==> config.mk <==
export PLATFORM = sky130hd
export DESIGN_NAME = board_wb_slave_flat
export DESIGN_NICKNAME = d
export VERILOG_FILES = /design/src/rtl/board_pkg.sv /design/src/rtl/board_wb_slave_if.sv /design/src/rtl/board_cell_ram.sv /design/src/rtl/board_wb_slave.sv /design/src/flat_wrapper.sv
export SDC_FILE = /design/constraint.sdc
export NUM_CORES = 2
export LEC_CHECK = 0
export ABC_AREA = 0
export CAP_MARGIN = 20
export CORE_UTILIZATION = 45
export DETAILED_ROUTE_END_ITERATION = 8
export DONT_BUFFER_PORTS = 1
export HOLD_SLACK_MARGIN = 0.05
export PLACE_DENSITY_LB_ADDON = 0.05
export SLEW_MARGIN = 20
export SYNTH_ARGS = -nofsm -noshare
export SYNTH_HDL_FRONTEND = slang
export SYNTH_SLANG_ARGS = --single-unit
==> constraint.sdc <==
create_clock -name clk -period 16 [get_ports clk]
set_input_delay 4 -clock clk [delete_from_list [all_inputs] [get_ports clk]]
set_output_delay 4 -clock clk [all_outputs]
set_load 0.01 [all_outputs]
==> src/rtl/board_pkg.sv <==
// rtl/board_pkg.sv - shared constants, cell format, address type and FSM states for the board memory
package board_pkg;

    localparam int MAX_DIM = 16;
    localparam int DATA_W  = 8;
    localparam int HALF_W  = $clog2(MAX_DIM);
    localparam int ADR_W   = 2 * HALF_W;
    localparam int DIM_W   = HALF_W + 1;
    localparam int CELLS   = MAX_DIM * MAX_DIM;

    typedef logic [ADR_W-1:0] cell_adr_t;

    typedef struct packed {
        logic       reserved;
        logic       flagged;
        logic       revealed;
        logic       mine;
        logic [3:0] count;
    } cell_t;

    typedef enum logic [1:0] {
        ST_CLEAR,
        ST_IDLE,
        ST_ACK
    } state_t;

    // Address is {row, col}; a cell exists only if both are below the active side.
    function automatic logic in_range(cell_adr_t adr, logic [DIM_W-1:0] dim);
        logic [DIM_W-1:0] row;
        logic [DIM_W-1:0] col;
        row = DIM_W'(adr[ADR_W-1 -: HALF_W]);
        col = DIM_W'(adr[HALF_W-1:0]);
        return (row < dim) && (col < dim);
    endfunction

endpackage

==> src/rtl/board_wb_slave_if.sv <==
// rtl/board_wb_slave_if.sv - Wishbone classic bus bundle with master and slave views
// Signals are named from the slave side: *_i driven by the master, *_o by the slave.
interface wishbone_if #(
    parameter int ADR_W  = 8,
    parameter int DATA_W = 8
);
    logic              cyc_i;
    logic              stb_i;
    logic              we_i;
    logic [ADR_W-1:0]  adr_i;
    logic [DATA_W-1:0] dat_i;
    logic [DATA_W-1:0] dat_o;
    logic              ack_o;

    modport slave  (input  cyc_i, stb_i, we_i, adr_i, dat_i, output dat_o, ack_o);
    modport master (output cyc_i, stb_i, we_i, adr_i, dat_i, input  dat_o, ack_o);
endinterface

==> src/rtl/board_cell_ram.sv <==
// rtl/board_cell_ram.sv - single-port synchronous cell RAM with registered read
// Ports: clk; we/adr/wdat write request; rdat = contents of adr at the previous edge.
module board_cell_ram #(
    parameter int DEPTH = 256,
    parameter int AW    = 8,
    parameter int DW    = 8
) (
    input  logic          clk,
    input  logic          we,
    input  logic [AW-1:0] adr,
    input  logic [DW-1:0] wdat,
    output logic [DW-1:0] rdat
);
    logic [DW-1:0] mem [DEPTH];
    logic [DW-1:0] rdat_q;

    always_ff @(posedge clk) begin
        if (we) begin
            mem[adr] <= wdat;
        end
        rdat_q <= mem[adr];
    end

    assign rdat = rdat_q;
endmodule

==> src/rtl/board_wb_slave.sv <==
// rtl/board_wb_slave.sv - Wishbone classic responder owning the board cell memory
// Ports: clk, rst_n (async, active-low); board_dim active side; clear_req sweep request;
// gl_we/gl_adr/gl_dat priority direct write; busy high while sweeping; board_wb Wishbone slave.
module board_wb_slave
    import board_pkg::*;
(
    input  logic              clk,
    input  logic              rst_n,
    input  logic [DIM_W-1:0]  board_dim,
    input  logic              clear_req,
    input  logic              gl_we,
    input  cell_adr_t         gl_adr,
    input  logic [DATA_W-1:0] gl_dat,
    output logic              busy,
    wishbone_if.slave         board_wb
);
    state_t            state_q,    state_d;
    cell_adr_t         clr_cnt_q,  clr_cnt_d;
    logic              clr_pend_q, clr_pend_d;
    logic              req_rd_q,   req_rd_d;
    logic [DATA_W-1:0] dat_q,      dat_d;

    logic              ram_we;
    cell_adr_t         ram_adr;
    logic [DATA_W-1:0] ram_wdat;
    logic [DATA_W-1:0] ram_rdat;
    logic [DATA_W-1:0] rd_val;

    board_cell_ram #(
        .DEPTH(CELLS),
        .AW   (ADR_W),
        .DW   (DATA_W)
    ) u_ram (
        .clk (clk),
        .we  (ram_we),
        .adr (ram_adr),
        .wdat(ram_wdat),
        .rdat(ram_rdat)
    );

    always_comb begin
        state_d    = state_q;
        clr_cnt_d  = clr_cnt_q;
        clr_pend_d = clr_pend_q;
        req_rd_d   = req_rd_q;
        dat_d      = dat_q;
        ram_we     = 1'b0;
        ram_adr    = board_wb.adr_i;
        ram_wdat   = board_wb.dat_i;
        // Writes and out-of-range reads return zero; only an in-range read shows RAM data.
        rd_val     = req_rd_q ? ram_rdat : '0;

        case (state_q)
            ST_CLEAR: begin
                ram_we     = 1'b1;
                ram_adr    = clr_cnt_q;
                ram_wdat   = '0;
                clr_cnt_d  = clr_cnt_q + 1'b1;
                clr_pend_d = 1'b0;
                if (clr_cnt_q == cell_adr_t'(CELLS - 1)) begin
                    state_d = ST_IDLE;
                end
            end
            ST_IDLE: begin
                if (clear_req || clr_pend_q) begin
                    state_d    = ST_CLEAR;
                    clr_cnt_d  = '0;
                    clr_pend_d = 1'b0;
                end else if (gl_we) begin
                    ram_adr  = gl_adr;
                    ram_wdat = gl_dat;
                    ram_we   = in_range(gl_adr, board_dim);
                end else if (board_wb.cyc_i && board_wb.stb_i) begin
                    ram_we   = board_wb.we_i && in_range(board_wb.adr_i, board_dim);
                    req_rd_d = !board_wb.we_i && in_range(board_wb.adr_i, board_dim);
                    state_d  = ST_ACK;
                end
            end
            ST_ACK: begin
                // The RAM read port is free here, so the direct write port is still served.
                dat_d   = rd_val;
                state_d = ST_IDLE;
                if (clear_req) begin
                    clr_pend_d = 1'b1;
                end
                if (gl_we) begin
                    ram_adr  = gl_adr;
                    ram_wdat = gl_dat;
                    ram_we   = in_range(gl_adr, board_dim);
                end
            end
            default: begin
                state_d = ST_CLEAR;
            end
        endcase
    end

    always_ff @(posedge clk or negedge rst_n) begin
        if (!rst_n) begin
            state_q    <= ST_CLEAR;
            clr_cnt_q  <= '0;
            clr_pend_q <= 1'b0;
            req_rd_q   <= 1'b0;
            dat_q      <= '0;
        end else begin
            state_q    <= state_d;
            clr_cnt_q  <= clr_cnt_d;
            clr_pend_q <= clr_pend_d;
            req_rd_q   <= req_rd_d;
            dat_q      <= dat_d;
        end
    end

    // Read data lands in the RAM output register during ACK; dat_q keeps it afterwards.
    assign board_wb.ack_o = (state_q == ST_ACK);
    assign board_wb.dat_o = (state_q == ST_ACK) ? rd_val : dat_q;
    assign busy           = (state_q == ST_CLEAR);
endmodule

==> src/flat_wrapper.sv <==
// flat-port wrapper written by rule: the top's interface ports become plain ports
module board_wb_slave_flat import board_pkg::*;
  (clk, rst_n, board_dim, clear_req, gl_we, gl_adr, gl_dat, busy, board_wb_cyc_i, board_wb_stb_i, board_wb_we_i, board_wb_adr_i, board_wb_dat_i, board_wb_dat_o, board_wb_ack_o);
  wishbone_if #(.ADR_W(8), .DATA_W(8)) board_wb_i ();
  input  logic clk;
  input  logic rst_n;
  input  logic [DIM_W-1:0] board_dim;
  input  logic clear_req;
  input  logic gl_we;
  input  cell_adr_t gl_adr;
  input  logic [DATA_W-1:0] gl_dat;
  output logic busy;
  input wire logic [$bits(board_wb_i.cyc_i)-1:0] board_wb_cyc_i;
  input wire logic [$bits(board_wb_i.stb_i)-1:0] board_wb_stb_i;
  input wire logic [$bits(board_wb_i.we_i)-1:0] board_wb_we_i;
  input wire logic [$bits(board_wb_i.adr_i)-1:0] board_wb_adr_i;
  input wire logic [$bits(board_wb_i.dat_i)-1:0] board_wb_dat_i;
  output wire logic [$bits(board_wb_i.dat_o)-1:0] board_wb_dat_o;
  output wire logic [$bits(board_wb_i.ack_o)-1:0] board_wb_ack_o;
  assign board_wb_i.cyc_i = board_wb_cyc_i;
  assign board_wb_i.stb_i = board_wb_stb_i;
  assign board_wb_i.we_i = board_wb_we_i;
  assign board_wb_i.adr_i = board_wb_adr_i;
  assign board_wb_i.dat_i = board_wb_dat_i;
  assign board_wb_dat_o = board_wb_i.dat_o;
  assign board_wb_ack_o = board_wb_i.ack_o;
  board_wb_slave u_core (.clk(clk), .rst_n(rst_n), .board_dim(board_dim), .clear_req(clear_req), .gl_we(gl_we), .gl_adr(gl_adr), .gl_dat(gl_dat), .busy(busy), .board_wb(board_wb_i));
endmodule
==> flow_summary.json <==
{
  "status": "finished, final reports clean",
  "coreArea_mm2": 0.176,
  "start_util": 0.453,
  "synth_cell_type_count": 47,
  "drt_wl_total_mm": 211,
  "area_growth_pct": 12.1,
  "max_freq_ghz": 0.115,
  "cts_resized": 0,
  "drv_slew": 0,
  "tns_ns": 0,
  "worst_pin_slew_ns": 1.13,
  "clk_pin_slew_worst_paths_ns": 0.06,
  "setup_viol": 0,
  "cts_inserted_buffers": 209,
  "synth-compound-area-share": 0.0324,
  "period_share": 0.544,
  "wl_per_cell_um": 34.0,
  "crit_top_cell": "nand4_1",
  "drc": 0,
  "firstDrtPassIters": 7,
  "die_area_mm2": 0.179,
  "post-route-min-period_ns": 8.71,
  "dp_hpwl_mm": 126,
  "rsz0062_at_grt": "no",
  "synth_edf_count": 2048,
  "finalHoldViolations": 0,
  "rows": 154,
  "yosysTopAreaCellShare": 0.772,
  "final_util": 0.507,
  "die_w_um": 423,
  "postSynthCellCount": 3643,
  "insertion_delay_ns": 0.83,
  "path_cells": "or4b_1, nor2_1, a211o_4, buf_12, buf_4, mux4_2, a22oi_1, nand4_1, o21ai_1, nand4_1",
  "path_max_fanout": 139,
  "yosysTopAreaCell": "edfxtp_1",
  "overflow": 0,
  "slew_headroom": 0.247,
  "grt_pass1_wl_mm": 299,
  "ys_warn_count": 0,
  "vias": 37900,
  "grt_usage": 0.238,
  "via_per_inst": 6.09,
  "critPathRequiredTime_ns": 16.68,
  "postSynthAreaPerCell_um2": 21.9,
  "synth_fa_ha_area_frac": 0.00204,
  "drv_cap": 0,
  "ys_seq_area_frac": 0.781,
  "antenna_found_initial": 8,
  "async_flop_share": 0.00963,
  "finalPower_mw": 14.1,
  "worst_setup_path_end_kind": "register",
  "cpPeakStageDelay_ns": 0.97,
  "io_buffers": 0,
  "post_cts_buffers": 0,
  "cp_slowest_cell": "buf_4",
  "powerDensity_mw_per_mm2": 158,
  "grt_max_degree": 181,
  "grt_pass1_vias": 39100,
  "clockRootBuffer": "clkbuf_16",
  "cellLeakagePower_nw": 27.7,
  "io_pins": 54,
  "skew_ns": 0.0213,
  "hold_path.class": "reg -> reg",
  "hold_buffers": 0,
  "synth.net_count": 3700,
  "htreeDepth": 4,
  "worst-setup-path-type": "in -> reg",
  "final_nets": 3770,
  "dieHeight_um": 423,
  "clockBufferDepth": 3,
  "synthMuxAreaShare": 0.145,
  "syn-cell-area_mm2": 0.0796,
  "cts_tree": "yes",
  "clock_sinks": 2076,
  "ant_nets": 0,
  "drive_gt1_frac": 0.237,
  "synth_top_family_by_area": "multiplexers",
  "cp-start-kind": "primary input",
  "path_buf_inv": 2,
  "drtIter0Drc": 4061,
  "vdd_drop_max_mv": 0.146,
  "gp_congestion": 0.810,
  "ys_ff_latch": 2076,
  "crit_family": "compound AO/OA/AOI/OAI gates",
  "synth_ff_type": "edfxtp_1",
  "synth-xor-area-share": 0.000220,
  "critical_path_arrival_ns": 9.39,
  "yosys.area_share.simple": 0.0262,
  "synth_area_leaders": "edfxtp_1, mux4_2, a22oi_1, nor2_1, dfrtp_1"
}
flip-flops by register name, summed over array words and instances (netlist names):
register and cells:
u_core.req_rd_q 1, u_core.clr_cnt_q 8, u_core.state_q 2, u_core.u_ram.mem 2048
u_core.u_ram.rdat 8, u_core.clr_pend_q 1, u_core.dat_q 8
tightest hold or removal path: cells and delay by family (launching register included):
family,cells,cell delay [ns]
AOI/OAI and AO/OA,1,0.05
DFF,1,0.37
and+or+nand+nor,1,0.08
cells in the final DEF (no fill, tap or decap), types with 4 or more instances in the layout:
cell and n:
a21o_1 8, a21oi_1 6, a22o_4 8, a22oi_1 257, buf_12 8, buf_4 68, bufinv_16 23, clkbuf_1 42
clkbuf_16 214, clkinv_1 56, clkinv_2 29, clkinvlp_4 10, dfrtp_1 20, dfxtp_1 8, diode_2 4, edfxtp_1 2048
ha_1 13, inv_1 6, mux4_2 512, nand2_1 51, nand2b_1 10, nand3_1 12, nand3_2 8, nand4_1 73
nor2_1 269, nor4b_4 8, o21ai_0 20, o21ai_1 32
report_power, final:
| part | switching, mW | internal, mW | total [mW] |
|---|---|---|---|
| Clock | 2.01 | 2.80 | 4.81 |
| Sequential | 0.0624 | 6.03 | 6.09 |
| Combinational | 1.95 | 1.21 | 3.16 |
synthesized netlist by cell type, types with 2 or more instances:
library cell  instances
edfxtp_1           2048
mux4_2              512
nor2_1              270
a22oi_1             257
clkbuf_1            119
nand4_1              73
buf_2                55
nand2_1              51
o21ai_1              32
buf_1                23
dfrtp_1              20
nand3_1              20
o21ai_0              20
buf_6                16
ha_1                 13
nand2b_1             10
a22o_1                9
buf_4                 9
a21o_1                8
dfxtp_1               8
nor4b_2               8
a21oi_1               6
inv_1                 6
a31oi_1               5
a211o_1               4
and4_1                4
nor4_1                4
and2_1                3
and3_1                3
o22ai_1               3
a211oi_1              2
a211oi_2              2
a221o_1               2
a221oi_1              2
a311oi_1              2
inv_2                 2
or2_2                 2
through the flow:
stage / instances / worst slack [ns] / hold slack, ns / instance area, µm²
floorplan: 3643 / 6.82 / 0.474 / 79600
global placement: 5838 / 6.28 / 0.519 / 82400
detailed placement: 5839 / 6.31 / 0.529 / 82400
CTS: 6218 / 7.21 / 0.539 / 89100
global route: 6221 / 7.09 / 0.581 / 89200
finish: 6225 / 7.29 / 0.539 / 89200
layer usage:
layer / vias to the layer above / track usage / wire, µm
met5: - / 0 / 27
met4: 4 / 0.0653 / 5700
met3: 295 / 0.0413 / 12300
met2: 1295 / 0.394 / 106000
met1: 20700 / 0.327 / 87900
li1: 15600 / - / -
kinds of logic (layout without fill, tap and decap cells):
kind of cell             after synthesis  after routing
AO/OA/AOI/OAI                        358            358
other                                  0              4
AND/OR/NAND/NOR                      452            452
multiplexers                         512            512
flip-flops                          2076           2076
buffers and inverters                230            468
XOR/XNOR                               2              2
adder cells (fa/ha/maj)               13             13
area by class of cell:
type / instances / area (µm²)
clock buffer: 256 / 5510
antenna: 4 / 10.0
sequential: 2076 / 62200
clock inverter: 123 / 1180
inverter: 8 / 30.0
tap: 2340 / 2930
fill: 13800 / 86700
timing repair buffer: 81 / 763
multi-input combinational: 1337 / 16600
worst paths after layout:
check	from	cells past startpoint	slack (ns)	to
max	clear_req	10	7.29	u_core.u_ram.rdat[4]
min	u_core.clr_pend_q	2	0.54	u_core.clr_pend_q
max reg2reg	u_core.state_q[1]	13	9.24	u_core.u_ram.rdat[4]
min reg2reg	u_core.clr_pend_q	2	0.54	u_core.clr_pend_q
max in group asynchronous	rst_n	0	13.03	u_core.clr_cnt_q[7]
min in group asynchronous	rst_n	0	2.87	u_core.state_q[0]
Note: power is estimated with default switching activity, not from simulation.
